## config.mk

```make
export PLATFORM = sky130hd
export DESIGN_NAME = accel_core_seq_flat
export DESIGN_NICKNAME = d
export VERILOG_FILES = /design/src/rtl/accel_core_seq_if.sv /design/src/rtl/accel_core_seq.sv /design/src/flat_wrapper.sv
export SDC_FILE = /design/constraint.sdc
export NUM_CORES = 1
export LEC_CHECK = 0
export BUFFER_PORTS_ARGS = -buffer_cell sky130_fd_sc_hd__buf_2
export CORE_ASPECT_RATIO = 1.1
export CORE_MARGIN = 5
export CORE_UTILIZATION = 45
export DETAILED_ROUTE_END_ITERATION = 10
export HOLD_SLACK_MARGIN = 0.02
export PLACE_DENSITY = 0.85
export REMOVE_ABC_BUFFERS = 1
export SLEW_MARGIN = 10
export SYNTH_ARGS = -nofsm -noshare
export SYNTH_HDL_FRONTEND = slang
export SYNTH_SLANG_ARGS = --single-unit
```

## constraint.sdc

```tcl
create_clock -name aclk -period 4.6 [get_ports aclk]
set_clock_uncertainty 0.05 [all_clocks]
set_input_delay 0 -clock aclk [delete_from_list [all_inputs] [get_ports aclk]]
set_output_delay 0 -clock aclk [all_outputs]
set_load 0.05 [all_outputs]
```

## src/rtl/accel_core_seq_if.sv

```systemverilog
// accel_core_seq_if
//   Request/response channel between the job sequencer and the compute engine.
//   master : sequencer side (drives req_valid/req_addr/req_last)
//   slave  : engine side    (drives req_ready/rsp_valid)
//   req_valid/req_ready  valid/ready handshake for one word request
//   req_addr             word address of the request
//   req_last             marks the final request of the job
//   rsp_valid            one-cycle pulse per completed request
interface accel_core_seq_if #(
   parameter int ADDR_W = 32
);
   logic              req_valid;
   logic              req_ready;
   logic [ADDR_W-1:0] req_addr;
   logic              req_last;
   logic              rsp_valid;

   modport master (
      output req_valid, req_addr, req_last,
      input  req_ready, rsp_valid
   );

   modport slave (
      input  req_valid, req_addr, req_last,
      output req_ready, rsp_valid
   );
endinterface

```

## src/rtl/accel_core_seq.sv

```systemverilog
// accel_core_seq
//   Job sequencer fed by the accelerator control register map. A rising edge
//   of CTRL.start latches (base, len, stride) and issues one address request
//   per word to the engine; completions are counted and reported as status.
//   CTRL.abort stops issuing after any in-flight request and drains responses.
// Ports:
//   aclk, aresetn  clock, synchronous active-low reset
//   mmap           register array: [0] CTRL (b0 start, b1 abort), [1] SRC_BASE,
//                  [2] LEN, [3] STRIDE
//   req_if         engine request/response channel (master side)
//   busy, done     job in progress / sticky job finished
//   err            0 ok, 1 zero length, 2 aborted
//   issued_cnt     requests accepted this job
//   rsp_cnt        completions counted this job
module accel_core_seq #(
   parameter int MMAP_DEPTH = 8,
   parameter int DATA_W     = 32,
   parameter int ADDR_W     = 32,
   parameter int CNT_W      = 16
) (
   input  logic                                aclk,
   input  logic                                aresetn,
   input  logic [MMAP_DEPTH-1:0][DATA_W-1:0]   mmap,
   accel_core_seq_if.master                    req_if,
   output logic                                busy,
   output logic                                done,
   output logic [1:0]                          err,
   output logic [CNT_W-1:0]                    issued_cnt,
   output logic [CNT_W-1:0]                    rsp_cnt
);

   typedef enum logic [2:0] {S_IDLE, S_ISSUE, S_WAIT, S_ABORT, S_DONE} state_t;

   state_t            state, state_nxt;
   logic              start_prev;
   logic              abort_pend;
   logic [ADDR_W-1:0] addr_r;
   logic [ADDR_W-1:0] stride_r;
   logic [CNT_W-1:0]  len_r;
   logic [1:0]        err_r;

   // only the low fields of the first four entries matter; fold the rest away
   logic unused_mmap;
   assign unused_mmap = ^mmap;

   logic              start_bit, abort_bit, start_edge, start_ok;
   logic [ADDR_W-1:0] base_in, stride_in;
   logic [CNT_W-1:0]  len_in;
   logic              hs, rsp_inc, abort_any, last_req;
   logic [CNT_W-1:0]  issued_nxt, rsp_nxt;

   assign start_bit  = mmap[0][0];
   assign abort_bit  = mmap[0][1];
   assign base_in    = mmap[1][ADDR_W-1:0];
   assign len_in     = mmap[2][CNT_W-1:0];
   assign stride_in  = mmap[3][ADDR_W-1:0];

   assign start_edge = start_bit & ~start_prev;
   // a start edge only counts while no job is running
   assign start_ok   = start_edge && (state == S_IDLE || state == S_DONE);
   // req_valid is exactly "in ISSUE", so the handshake is decoded from state
   assign hs         = (state == S_ISSUE) && req_if.req_ready;
   assign last_req   = (issued_cnt == len_r - CNT_W'(1));
   // an abort seen while stalled is remembered until the pending word is taken
   assign abort_any  = abort_bit | abort_pend;
   // responses beyond what was issued are spurious and dropped
   assign rsp_inc    = req_if.rsp_valid && state != S_IDLE && state != S_DONE &&
                       rsp_cnt != issued_cnt;
   assign issued_nxt = issued_cnt + CNT_W'(hs);
   assign rsp_nxt    = rsp_cnt + CNT_W'(rsp_inc);

   // state register
   always_ff @(posedge aclk) begin
      if (!aresetn) state <= S_IDLE;
      else          state <= state_nxt;
   end

   // next-state logic; completion checks use post-update counters so DONE
   // lands on the same edge that counts the final response
   always_comb begin
      state_nxt = state;
      unique case (state)
         S_IDLE, S_DONE: begin
            if (start_ok) state_nxt = (len_in == '0) ? S_DONE : S_ISSUE;
         end
         S_ISSUE: begin
            if (hs) begin
               if (abort_any)     state_nxt = S_ABORT;
               else if (last_req) state_nxt = S_WAIT;
            end
         end
         S_WAIT: begin
            if (rsp_nxt == len_r) state_nxt = S_DONE;
            else if (abort_bit)   state_nxt = S_ABORT;
         end
         S_ABORT: begin
            if (rsp_nxt == issued_nxt) state_nxt = S_DONE;
         end
         default: state_nxt = S_IDLE;
      endcase
   end

   // output decode
   always_comb begin
      busy             = (state == S_ISSUE) || (state == S_WAIT) || (state == S_ABORT);
      done             = (state == S_DONE);
      req_if.req_valid = (state == S_ISSUE);
      req_if.req_last  = (state == S_ISSUE) && last_req;
      req_if.req_addr  = addr_r;
      err              = err_r;
   end

   // descriptor, address walker, counters and status
   always_ff @(posedge aclk) begin
      if (!aresetn) begin
         start_prev <= 1'b0;
         abort_pend <= 1'b0;
         addr_r     <= '0;
         stride_r   <= '0;
         len_r      <= '0;
         issued_cnt <= '0;
         rsp_cnt    <= '0;
         err_r      <= 2'd0;
      end else begin
         start_prev <= start_bit;
         abort_pend <= (state == S_ISSUE) && abort_any && !hs;
         if (start_ok) begin
            addr_r     <= base_in;
            stride_r   <= stride_in;
            len_r      <= len_in;
            issued_cnt <= '0;
            rsp_cnt    <= '0;
            err_r      <= (len_in == '0) ? 2'd1 : 2'd0;
         end else begin
            // addr_r tracks base + issued_cnt*stride incrementally (wraps)
            if (hs) begin
               issued_cnt <= issued_nxt;
               addr_r     <= addr_r + stride_r;
            end
            if (rsp_inc) rsp_cnt <= rsp_nxt;
            if (state == S_ABORT && state_nxt == S_DONE) err_r <= 2'd2;
         end
      end
   end

endmodule

```

## src/flat_wrapper.sv

```systemverilog
// flat-port wrapper written by rule: the top's interface ports become plain ports
module accel_core_seq_flat 
#(
   parameter int MMAP_DEPTH = 8,
   parameter int DATA_W     = 32,
   parameter int ADDR_W     = 32,
   parameter int CNT_W      = 16
)
  (aclk, aresetn, mmap, busy, done, err, issued_cnt, rsp_cnt, req_if_req_valid, req_if_req_addr, req_if_req_last, req_if_req_ready, req_if_rsp_valid);
  accel_core_seq_if #(.ADDR_W(ADDR_W)) req_if_i ();
  input  logic aclk;
  input  logic aresetn;
  input  logic [MMAP_DEPTH-1:0][DATA_W-1:0] mmap;
  output logic busy;
  output logic done;
  output logic [1:0] err;
  output logic [CNT_W-1:0] issued_cnt;
  output logic [CNT_W-1:0] rsp_cnt;
  output wire logic [$bits(req_if_i.req_valid)-1:0] req_if_req_valid;
  output wire logic [$bits(req_if_i.req_addr)-1:0] req_if_req_addr;
  output wire logic [$bits(req_if_i.req_last)-1:0] req_if_req_last;
  input wire logic [$bits(req_if_i.req_ready)-1:0] req_if_req_ready;
  input wire logic [$bits(req_if_i.rsp_valid)-1:0] req_if_rsp_valid;
  assign req_if_req_valid = req_if_i.req_valid;
  assign req_if_req_addr = req_if_i.req_addr;
  assign req_if_req_last = req_if_i.req_last;
  assign req_if_i.req_ready = req_if_req_ready;
  assign req_if_i.rsp_valid = req_if_rsp_valid;
  accel_core_seq #(.MMAP_DEPTH(MMAP_DEPTH), .DATA_W(DATA_W), .ADDR_W(ADDR_W), .CNT_W(CNT_W)) u_core (.aclk(aclk), .aresetn(aresetn), .mmap(mmap), .req_if(req_if_i), .busy(busy), .done(done), .err(err), .issued_cnt(issued_cnt), .rsp_cnt(rsp_cnt));
endmodule
```

; Yosys cells after proc, flatten, opt, wreduce, memory -nomap -nowiden
; Cells that the tools add are included.
[totals]
input_bits = 260
ff_bits = 119
word_cells = 61
[classes]
n_reduce_logical = 20
n_bitwise = 4
addsub = 4
muxes = 14
eq_ne = 10
[op_table]
columns = operator, n
row1 = 2-to-1 mux 32 bit, 2
row2 = equality test 16 bit, 3
row3 = adder 16 x 1 -> 16 bit, 2
row4 = adder 32 bit, 1
row5 = 2-to-1 mux 3 bit, 8
row6 = zero test 16 bit, 1
row7 = != test 16 bit, 1
row8 = "subtractor 16 x 1 -> 16 bit, second input constant", 1
row9 = case mux 3 bit (4 select lines), 1
row10 = logical AND 1 bit, 9
row11 = "equality test 3 x 2 -> 1 bit, second input constant", 2
row12 = "equality test 3 bit, second input constant", 2
row13 = 2-to-1 mux 2 bit, 2
row14 = nonzero test 2 bit, 2
row15 = OR reduction 2 bit, 2
row16 = "equality test 3 x 1 -> 1 bit, second input constant", 1
row17 = zero test 3 bit, 1
row18 = logical OR 1 bit, 3
row19 = "!= test 3 bit, second input constant", 1
row20 = nonzero test 3 bit, 1
row21 = inverter 1 bit, 2
row22 = AND 1 bit, 1
row23 = zero test 1 bit, 1
row24 = 2-to-1 mux 1 bit, 1
row25 = OR 1 bit, 1

; Logic depth before layout (Yosys ltp)
; Gate-level depths: netlist of the first run.
[logic_depth]
ltp_word = 12
ltp_mapped = 22

; Worst setup path before layout of the first run
; No wires, ideal clock.
[synth_timing]
kind = reg-to-reg
start = register u_core.state[0]
end = register u_core.err_r[0] (netlist: u_core.err[0])
setup_slack_ns = -0.833
path_stages_with_launch = 20
n_path_buf = 3
t_required_ns = 4.435
t_arrival_ns = 5.268
cell_sequence = dfxtp_1 > inv_1 > nor3_1 > nand2_1 > inv_1 > clkbuf_1 > clkbuf_1 > ha_1 > ha_1 > nand3_1 > nor2_1 > and3_1 > clkbuf_1 > xor2_1 > mux2_2 > nor3_1 > o2111ai_1 > nor3_1 > o21ai_0 > and3_1
[synth_rtl]
columns = item, line_no
row1 = start: declaration, accel_core_seq.sv:34  ; state_t state, state_nxt;
row2 = start signal: assignment, accel_core_seq.sv:75  ; else state <= state_nxt;
row3 = equality test 3 x 1 -> 1 bit *, n/a
row4 = via req_if_req_valid, flat_wrapper.sv:19  ; output wire logic [$bits(req_if_i.req_valid)-1:0] req_if_req_valid;
row5 = logical AND 1 bit *, accel_core_seq.sv:62  ; assign hs = (state == S_ISSUE) && req_if.req_ready;
row6 = via u_core.hs, accel_core_seq.sv:49  ; logic hs, rsp_inc, abort_any, last_req;
row7 = adder 16 x 1 -> 16 bit, accel_core_seq.sv:69  ; assign issued_nxt = issued_cnt + CNT_W'(hs);
row8 = equality test 16 bit, accel_core_seq.sv:97  ; if (rsp_nxt == issued_nxt) state_nxt = S_DONE;
row9 = 2-to-1 mux 3 bit, accel_core_seq.sv:97
row10 = case mux 3 bit (4 select lines) *, accel_core_seq.sv:82  ; unique case (state)
row11 = equality test 3 bit *, accel_core_seq.sv:141  ; if (state == S_ABORT && state_nxt == S_DONE) err_r <= 2'd2;
row12 = logical AND 1 bit *, accel_core_seq.sv:141
row13 = nonzero test 2 bit (no source line) *, n/a
row14 = end signal: assignment, accel_core_seq.sv:133  ; err_r <= (len_in == '0) ? 2'd1 : 2'd0;
row15 = end: declaration, accel_core_seq.sv:40  ; logic [1:0] err_r;
; Mark *: on every way through the listed nets, which the timed path passes. The rest lies on a longest branch.
; A chain may end at the register's enable or synchronous reset.

; Final worst setup path of the first run
[layout_timing]
start = register u_core.state[0]
end = register u_core.err_r[0] (netlist: u_core.err[0])
[layout_via]
elab_chain_len = 11
[layout_lines]
columns = item, line_no
row1 = nonzero test 3 bit, accel_core_seq.sv:67  ; assign rsp_inc = req_if.rsp_valid && state != S_IDLE && state != S_DONE &&
row2 = logical AND 1 bit (3 in series), accel_core_seq.sv:67
row3 = adder 16 x 1 -> 16 bit, accel_core_seq.sv:70  ; assign rsp_nxt = rsp_cnt + CNT_W'(rsp_inc);
row4 = "equality test 16 bit, on equally long branches", "accel_core_seq.sv:97, accel_core_seq.sv:93"
row5 = "2-to-1 mux 3 bit, on equally long branches", "accel_core_seq.sv:97, accel_core_seq.sv:93"
row6 = case mux 3 bit (4 select lines), accel_core_seq.sv:82
row7 = equality test 3 bit, accel_core_seq.sv:141
row8 = logical AND 1 bit, accel_core_seq.sv:141
row9 = nonzero test 2 bit (no source line), n/a
; Parallel ways exist; a longest one is shown, timed or not.

==> summary.md, run 1 <==
| Metric | Value |
|---|---|
| LEAKAGE | `approximately 4.5 nW` |
| Fin Hold WS | `slightly below 0.1 ns` |
| Die Height | `between 150 and 200 microns` |
| Vias per cell | `5.79` |
| Multi-input logic area | `around 5300 sq um` |
| Crit end category | `flip-flop` |
| Power Density | `slightly above 300 nW/um^2` |
| Fmax | `around 230 MHz` |
| Status | `completed` |
| Tcrit/Tclk final | `93.8%` |
| Slew HR | `between 40% and 50%` |
| Latest clock arrival within the worst-skew pair | `~0.42 ns` |
| Final setup fails | `0` |
| CTS Root Buffer Type | `clkbuf_16` |
| VDD IR-drop max | `between 0.2 and 0.3 mV` |
| Row cnt | `51` |
| Clock buffer count from CTS | `17` |
| Most used DFF post-synth | `dfxtp_1` |
| Highest routed layer | `met4` |
| H-tree levels | `4` |
| Syn-to-layout area delta | `29.9%` |
| WL final | `around 27 mm` |
| Worst Path Max Fanout | `6` |
| Largest area contributor in the netlist | `dfxtp_1` |
| Crit path time final | `roughly 4.3 ns` |
| Number of synthesized register bits | `approximately 120` |
| Worst Path Required | `~4.9 ns` |
| Initial antenna violation count | `0` |
| Clock-pin slew on the worst setup and hold paths | `0.06 ns` |
| Mean Syn Cell Area | `approximately 7.7 sq um` |
| Post-CTS Setup Inserts | `0` |
| DP Area | `between 9000 and 10000 sq um` |
| Synthesized area | `between 8000 and 9000 sq um` |
| Core area | `17700 sq um` |
| Buffers and inverters on the worst path | `2` |
| Yosys top cell area share | `about 30%` |
| DP HPWL | `~17 mm` |
| FILL cells | `between 1000 and 1500` |
| Boundary pin count | `330` |
| Synthesized instance count | `1047` |
| Number of DRC markers in iteration 0 | `around 670` |
| Share of cells above drive strength 1 | `a little under a fifth` |
| Count leader, synth | `nand2_1` |
| Cell variety after synth | `between 60 and 70` |
| Grt ovf | `0` |
| Die Width | `138 microns` |
| Drt wl/cell | `approximately 18 microns` |
| Synth top cells by count | `nand2_1 (188), dfxtp_1 (119), a21oi_1 (71), xnor2_1 (71)` |
| Final hold viol count | `0` |
| Yosys warnings | `0` |
| Async S/R FF share, synth | `0%` |
| Clock tree sinks | `119` |
| Worst path cell trace | `inv_1, nor3_2, nand2_2, inv_1, ha_1, ha_1, nand3_1, nor2_1, and3_1, xor2_1, mux2_2, nor3_1, o2111ai_1, nor3_2, o21ai_0, and3_1` |
| FF-to-FF setup slack | `between 0.2 and 0.3 ns` |
| Post-DRT Antenna Nets | `0` |
| RSZ-0062 raised after global routing | `false` |
| Nets | `between 1500 and 2000` |
| Hold WC Path Type | `in -> reg` |
| Total GRT Usage | `about a quarter` |
| Sequential element share of the synthesized area | `29.5%` |
| Global-route wire length before repair | `between 40 and 50 mm` |
| Largest net degree at the start of global routing | `between 80 and 90` |
| Worst slew pin tran | `0.834 ns` |
| Number of global-route vias before repair | `between 8000 and 9000` |
| Slowest Stage Delay on Critical Path | `around 0.4 ns` |
| CP top delay family | `simple AND/OR/NAND/NOR gates` |
| Seq. cell area | `between 2000 and 2500 sq um` |
| Final Util | `between 50% and 60%` |
| Critical path launch point type | `flip-flop` |
| Synth area leaders | `dfxtp_1 (30%), nand2_1 (8.7%), xnor2_1 (7.7%)` |
| Antenna Cells | `0` |
| Max-Cap Viols | `0` |
| CP Class | `reg -> reg` |
| Final Wtd Congestion | `between 0.9 and 1` |
| Met3 wire len | `approximately 2.8 mm` |
| Final instance area | `roughly 10000 sq um` |
| Met2 WL post-DR | `about 13 mm` |
| Max stage delay cell, worst path | `dfxtp_1` |
| Crit path DAT | `about 4.6 ns` |
| DRC violations left | `0` |
| Pins Over Slew Limit | `0` |
| Drt first pass iters | `6` |
| PortBufs | `around 160` |
| Starting density of the core | `a little under half` |
| Buffer depth of the longest clock path | `2` |
| CTS tree | `done` |
| Metal1 wirelength | `10.1 mm` |
| Die ar. | `~21000 sq um` |
| EDFF count, synth | `0` |
| Total vias in the final route | `~8800` |
[per-layer routing]
metal  GRT usage, %  up-vias
li1               -     4096
met1           30.0     4012
met2           43.0      538
met3           7.59      109
met4           14.0        0
met5              0        -
[sequential cells by signal, summed over array words and instances, names as in the netlist]
register and cells:
u_core.abort_pend 1, u_core.err 2, u_core.issued_cnt 16, u_core.len_r 16, u_core.req_if.req_addr 32, u_core.rsp_cnt 16
u_core.start_prev 1, u_core.state 3, u_core.stride_r 32
[cells by family (layout without fill, tap and decap cells)]
kind of cell / Yosys count / in the layout / synth area share [%]
flops: 119 / 119 / 29.5
mux: 6 / 6 / 0.776
xor+xnor: 116 / 116 / 12.6
compound gates: 274 / 274 / 22.4
fa+ha+maj: 37 / 37 / 5.83
simple gates: 401 / 401 / 23.9
buf+inv: 94 / 322 / 4.95
[stage by stage]
step / power, mW / setup slack (ns) / cells / setup TNS [ns]
final: 3.25 / 0.287 / 1513 / 0
after global routing: 3.39 / 0.0265 / 1513 / 0
after CTS: 3.22 / 0.194 / 1513 / 0
after detailed placement: 1.89 / 0.268 / 1397 / 0
after global placement: 1.87 / 0.273 / 1397 / 0
after floorplan: 1.69 / -2.43 / 974 / -110.06
[power breakdown]
| part | internal, mW | switching, mW | leakage (nW) | total, mW |
|---|---|---|---|---|
| Combinational | 0.301 | 0.499 | 3.29 | 0.800 |
| Sequential | 1.10 | 0.0676 | 0.972 | 1.16 |
| Clock | 0.759 | 0.523 | 0.269 | 1.28 |
[worst register-to-register path: stages, from the launching register on]
cell	delay (ns)
dfxtp_1	0.41
inv_1	0.17
nor3_2	0.31
nand2_2	0.09
inv_1	0.17
ha_1	0.20
ha_1	0.21
nand3_1	0.26
nor2_1	0.27
and3_1	0.34
xor2_1	0.22
mux2_2	0.36
nor3_1	0.32
o2111ai_1	0.25
nor3_2	0.25
o21ai_0	0.11
and3_1	0.21
[worst paths after layout]
path | from | endpoint | depth (start not counted)
worst max-delay path | u_core.state[0]$_SDFF_PN0_ | u_core.err[0]$_SDFFE_PN0P_ | 16
worst min-delay path | req_if_rsp_valid | u_core.rsp_cnt[0]$_SDFFE_PP0P_ | 5
worst max register to register | u_core.state[0]$_SDFF_PN0_ | u_core.err[0]$_SDFFE_PN0P_ | 16
worst min register to register | u_core.stride_r[18]$_SDFFE_PN0P_ | u_core.stride_r[18]$_SDFFE_PN0P_ | 2
[area by class of cell]
cell class | instances | share of cell area, %
Multi-Input combinational cell | 834 | 50.7
Sequential cell | 119 | 22.7
Timing Repair Buffer | 269 | 17.6
Clock buffer | 18 | 4.19
Tap cell | 238 | 2.84
Clock inverter | 14 | 1.22
Inverter | 21 | 0.753
[placed cells by master, fill, tap and decap left out, drive strengths merged, types with 11 or more instances in the layout]
| cell | count |
|---|---|
| a21boi | 50 |
| a21o | 16 |
| a21oi | 71 |
| buf | 185 |
| clkbuf | 18 |
| dfxtp | 119 |
| dlygate4sd3 | 84 |
| ha | 36 |
| inv | 23 |
| nand2 | 188 |
| nand3 | 28 |
| nand4 | 12 |
| nor2 | 61 |
| nor3 | 24 |
| nor4 | 11 |
| o211ai | 11 |
| o21ai | 53 |
| or3 | 18 |
| xnor2 | 71 |
| xor2 | 45 |
[repair_timing]
action,CTS,global route
resized for setup,0,3
hold buffers,84,0
hold endpoints to repair,84,0
setup endpoints to repair,0,3
Note: power is estimated with default switching activity, not from simulation.
==> run 2, diff against run 1 <==
CORE_ASPECT_RATIO = 2   (was 1.1)
SKIP_CTS_REPAIR_TIMING = 1   (was not set)
==> run 2 against run 1 <==
Compared with the run above:
- fmax down 2.2%
- core utilization increased by 0.59 points
- worst hold slack better by 0.13 ns
- sequential power about the same
- worst setup slack worse by 0.097 ns
- first-iteration DRC count down 34%
- clock power increased by 8%
- critical path type unchanged
- largest cell class unchanged
==> summary.md, run 2 (synthesized netlist as in run 1, its figures left out) <==
| Metric | Value |
|---|---|
| R2R Path End | `u_core.state[0]$_SDFF_PN0_` |
| Crit end category | `flip-flop` |
| FF-to-FF setup slack | `between 0.15 and 0.2 ns` |
| Worst slew pin tran | `1.01 ns` |
| Drt wl/cell | `19.4 microns` |
| Die ar. | `20900 sq um` |
| Min-Delay Path Depth | `3` |
| Row cnt | `a little under 70` |
| Crit path time final | `4.41 ns` |
| Worst Path Required | `around 4.9 ns` |
| Latest clock arrival within the worst-skew pair | `about 0.42 ns` |
| Critical path launch point type | `flip-flop` |
| CTS Root Buffer Type | `clkbuf_16` |
| Tcrit/Tclk final | `between 90% and 100%` |
| Drt first pass iters | `8` |
| Worst Path Max Fanout | `5` |
| Buffer depth of the longest clock path | `2` |
| Total power | `around 3.4 mW` |
| Final hold viol count | `0` |
| Die Width | `about 100 microns` |
| Boundary pin count | `between 300 and 400` |
| Starting density of the core | `a little under half` |
| Hold EP | `u_core.req_if.req_addr[28]$_SDFFE_PN0P_` |
| Largest net degree at the start of global routing | `73` |
| Max-Cap Viols | `0` |
| Global-route wire length before repair | `roughly 40 mm` |
| Core area | `about 18000 sq um` |
| Slowest Stage Delay on Critical Path | `0.43 ns` |
| Worst r2r src | `u_core.rsp_cnt[2]$_SDFFE_PP0P_` |
| CP startpoint | `u_core.rsp_cnt[2]$_SDFFE_PP0P_` |
| Slew HR | `32.5%` |
| Post-DRT Antenna Nets | `0` |
| Number of global-route vias before repair | `roughly 8300` |
| Most common cell after layout, fill and taps aside | `nand2_1` |
| Buffers and inverters on the worst path | `1` |
| Vias per cell | `5.95` |
| Total vias in the final route | `8951` |
| Die Height | `between 150 and 200 microns` |
| Fmax | `227 MHz` |
| Psw | `between 1 and 1.5 mW` |
| Status | `completed` |
| Power Density | `approximately 320 nW/um^2` |
| CP Class | `reg -> reg` |
| FILL cells | `between 1000 and 1500` |
| Max stage delay cell, worst path | `xor2_1` |
| DP Area | `about 9000 sq um` |
| CTS tree | `done` |
| Number of DRC markers in iteration 0 | `440` |
| Clock tree sinks | `around 120` |
| R2R depth | `17` |
| Setup TNS | `0 ns` |
| Switching share of power | `between 30% and 40%` |
| Hold WC Path Type | `in -> reg` |
| Crit path DAT | `~4.7 ns` |
| Part of the power in the clock network | `41.1%` |
| Final instance area | `~11000 sq um` |
| LEAKAGE | `~4.6 nW` |
| Grt ovf | `0` |
| WL final | `29.2 mm` |
| Total GRT Usage | `between 20% and 30%` |
| Combinational share of power | `24.3%` |
| VDD IR-drop max | `0.285 mV` |
| Commonest cells after routing, fill and taps aside | `nand2_1 (187), buf_2 (155), dfxtp_1 (119)` |
| Nets | `between 1500 and 2000` |
| Clock-pin slew on the worst setup and hold paths | `approximately 0.06 ns` |
| Syn-to-layout area delta | `31.3%` |
| Antenna Cells | `0` |
| Share of cells above drive strength 1 | `approximately 19%` |
| Final Wtd Congestion | `between 1 and 1.5` |
| Clock buffer count from CTS | `17` |
| DRC violations left | `0` |
| Sequential power share | `between 30% and 40%` |
| Worst hold start | `aresetn` |
| Final setup fails | `0` |
| Pint | `approximately 2.3 mW` |
| Pins Over Slew Limit | `0` |
| Fin Hold WS | `~0.23 ns` |
| DP HPWL | `19.7 mm` |
| CP top delay family | `simple AND/OR/NAND/NOR gates` |
| H-tree levels | `4` |
| PortBufs | `around 160` |
| Initial antenna violation count | `0` |
| Worst path cell trace | `xor2_1, nor4_1, nand3_1, nand3b_1, inv_1, ha_1, ha_1, nand3_2, nor2_1, and4_1, o32ai_1, or4_4, nor4_2, o211ai_1, nand3_1, a21o_1, a31oi_1` |
-- run 2: final cells by class --
| cell class | instances | area, sq um | area share (%) |
|---|---|---|---|
| clock buffers | 21 | 470 | 4.44 |
| clock inverters | 9 | 125 | 1.18 |
| inverters | 21 | 78.8 | 0.744 |
| multi-input cells | 834 | 5290 | 50.0 |
| flip-flops and latches | 119 | 2380 | 22.5 |
| well taps | 213 | 267 | 2.52 |
| repair buffers | 287 | 1980 | 18.7 |
-- run 2: worst max path at each step --
stage               slack (ns)  depth (start not counted)                         end
floorplan                -2.43                          6  u_core.state[2]$_SDFF_PN0_
global placement          0.36                         17  u_core.state[0]$_SDFF_PN0_
detailed placement        0.35                         17  u_core.state[0]$_SDFF_PN0_
finish                    0.19                         17  u_core.state[0]$_SDFF_PN0_
CTS                       0.31                         17  u_core.state[0]$_SDFF_PN0_
global route            -0.002                         17  u_core.err[0]$_SDFFE_PN0P_
-- run 2: metrics by stage --
step,instances,util [%],setup WS (ns)
2_1_floorplan,974,-,-2.43
3_3_place_gp,1390,51.7,0.357
3_5_place_dp,1390,51.7,0.352
4_1_cts,1420,55.1,0.305
5_1_grt,1504,59.9,-0.00247
6_report,1504,59.9,0.190
-- run 2: worst reg2reg max path: stages (launching register included) --
cell	delay [ns]
dfxtp_1	0.35
xor2_1	0.43
nor4_1	0.12
nand3_1	0.16
nand3b_1	0.30
inv_1	0.22
ha_1	0.22
ha_1	0.20
nand3_2	0.13
nor2_1	0.42
and4_1	0.40
o32ai_1	0.11
or4_4	0.42
nor4_2	0.18
o211ai_1	0.23
nand3_1	0.14
a21o_1	0.13
a31oi_1	0.07
-- run 2: metal layers --
layer | part of all wire, % | wire length [microns] | global-route usage [%]
met5 | 0 | 0 | 0
met4 | 9.2 | 2700 | 21.3
met3 | 6.9 | 2020 | 4.49
met2 | 51 | 14900 | 45.4
met1 | 33 | 9590 | 23.4
-- run 2: power groups by stage --
stage,sequential (mW),clock [mW],combinational [mW]
6_report,1.16,1.38,0.816
5_1_grt,1.17,1.43,0.877
4_1_cts,1.16,1.39,0.734
3_5_place_dp,1.18,0,0.728
3_3_place_gp,1.18,0,0.714
2_1_floorplan,1.28,0,0.411
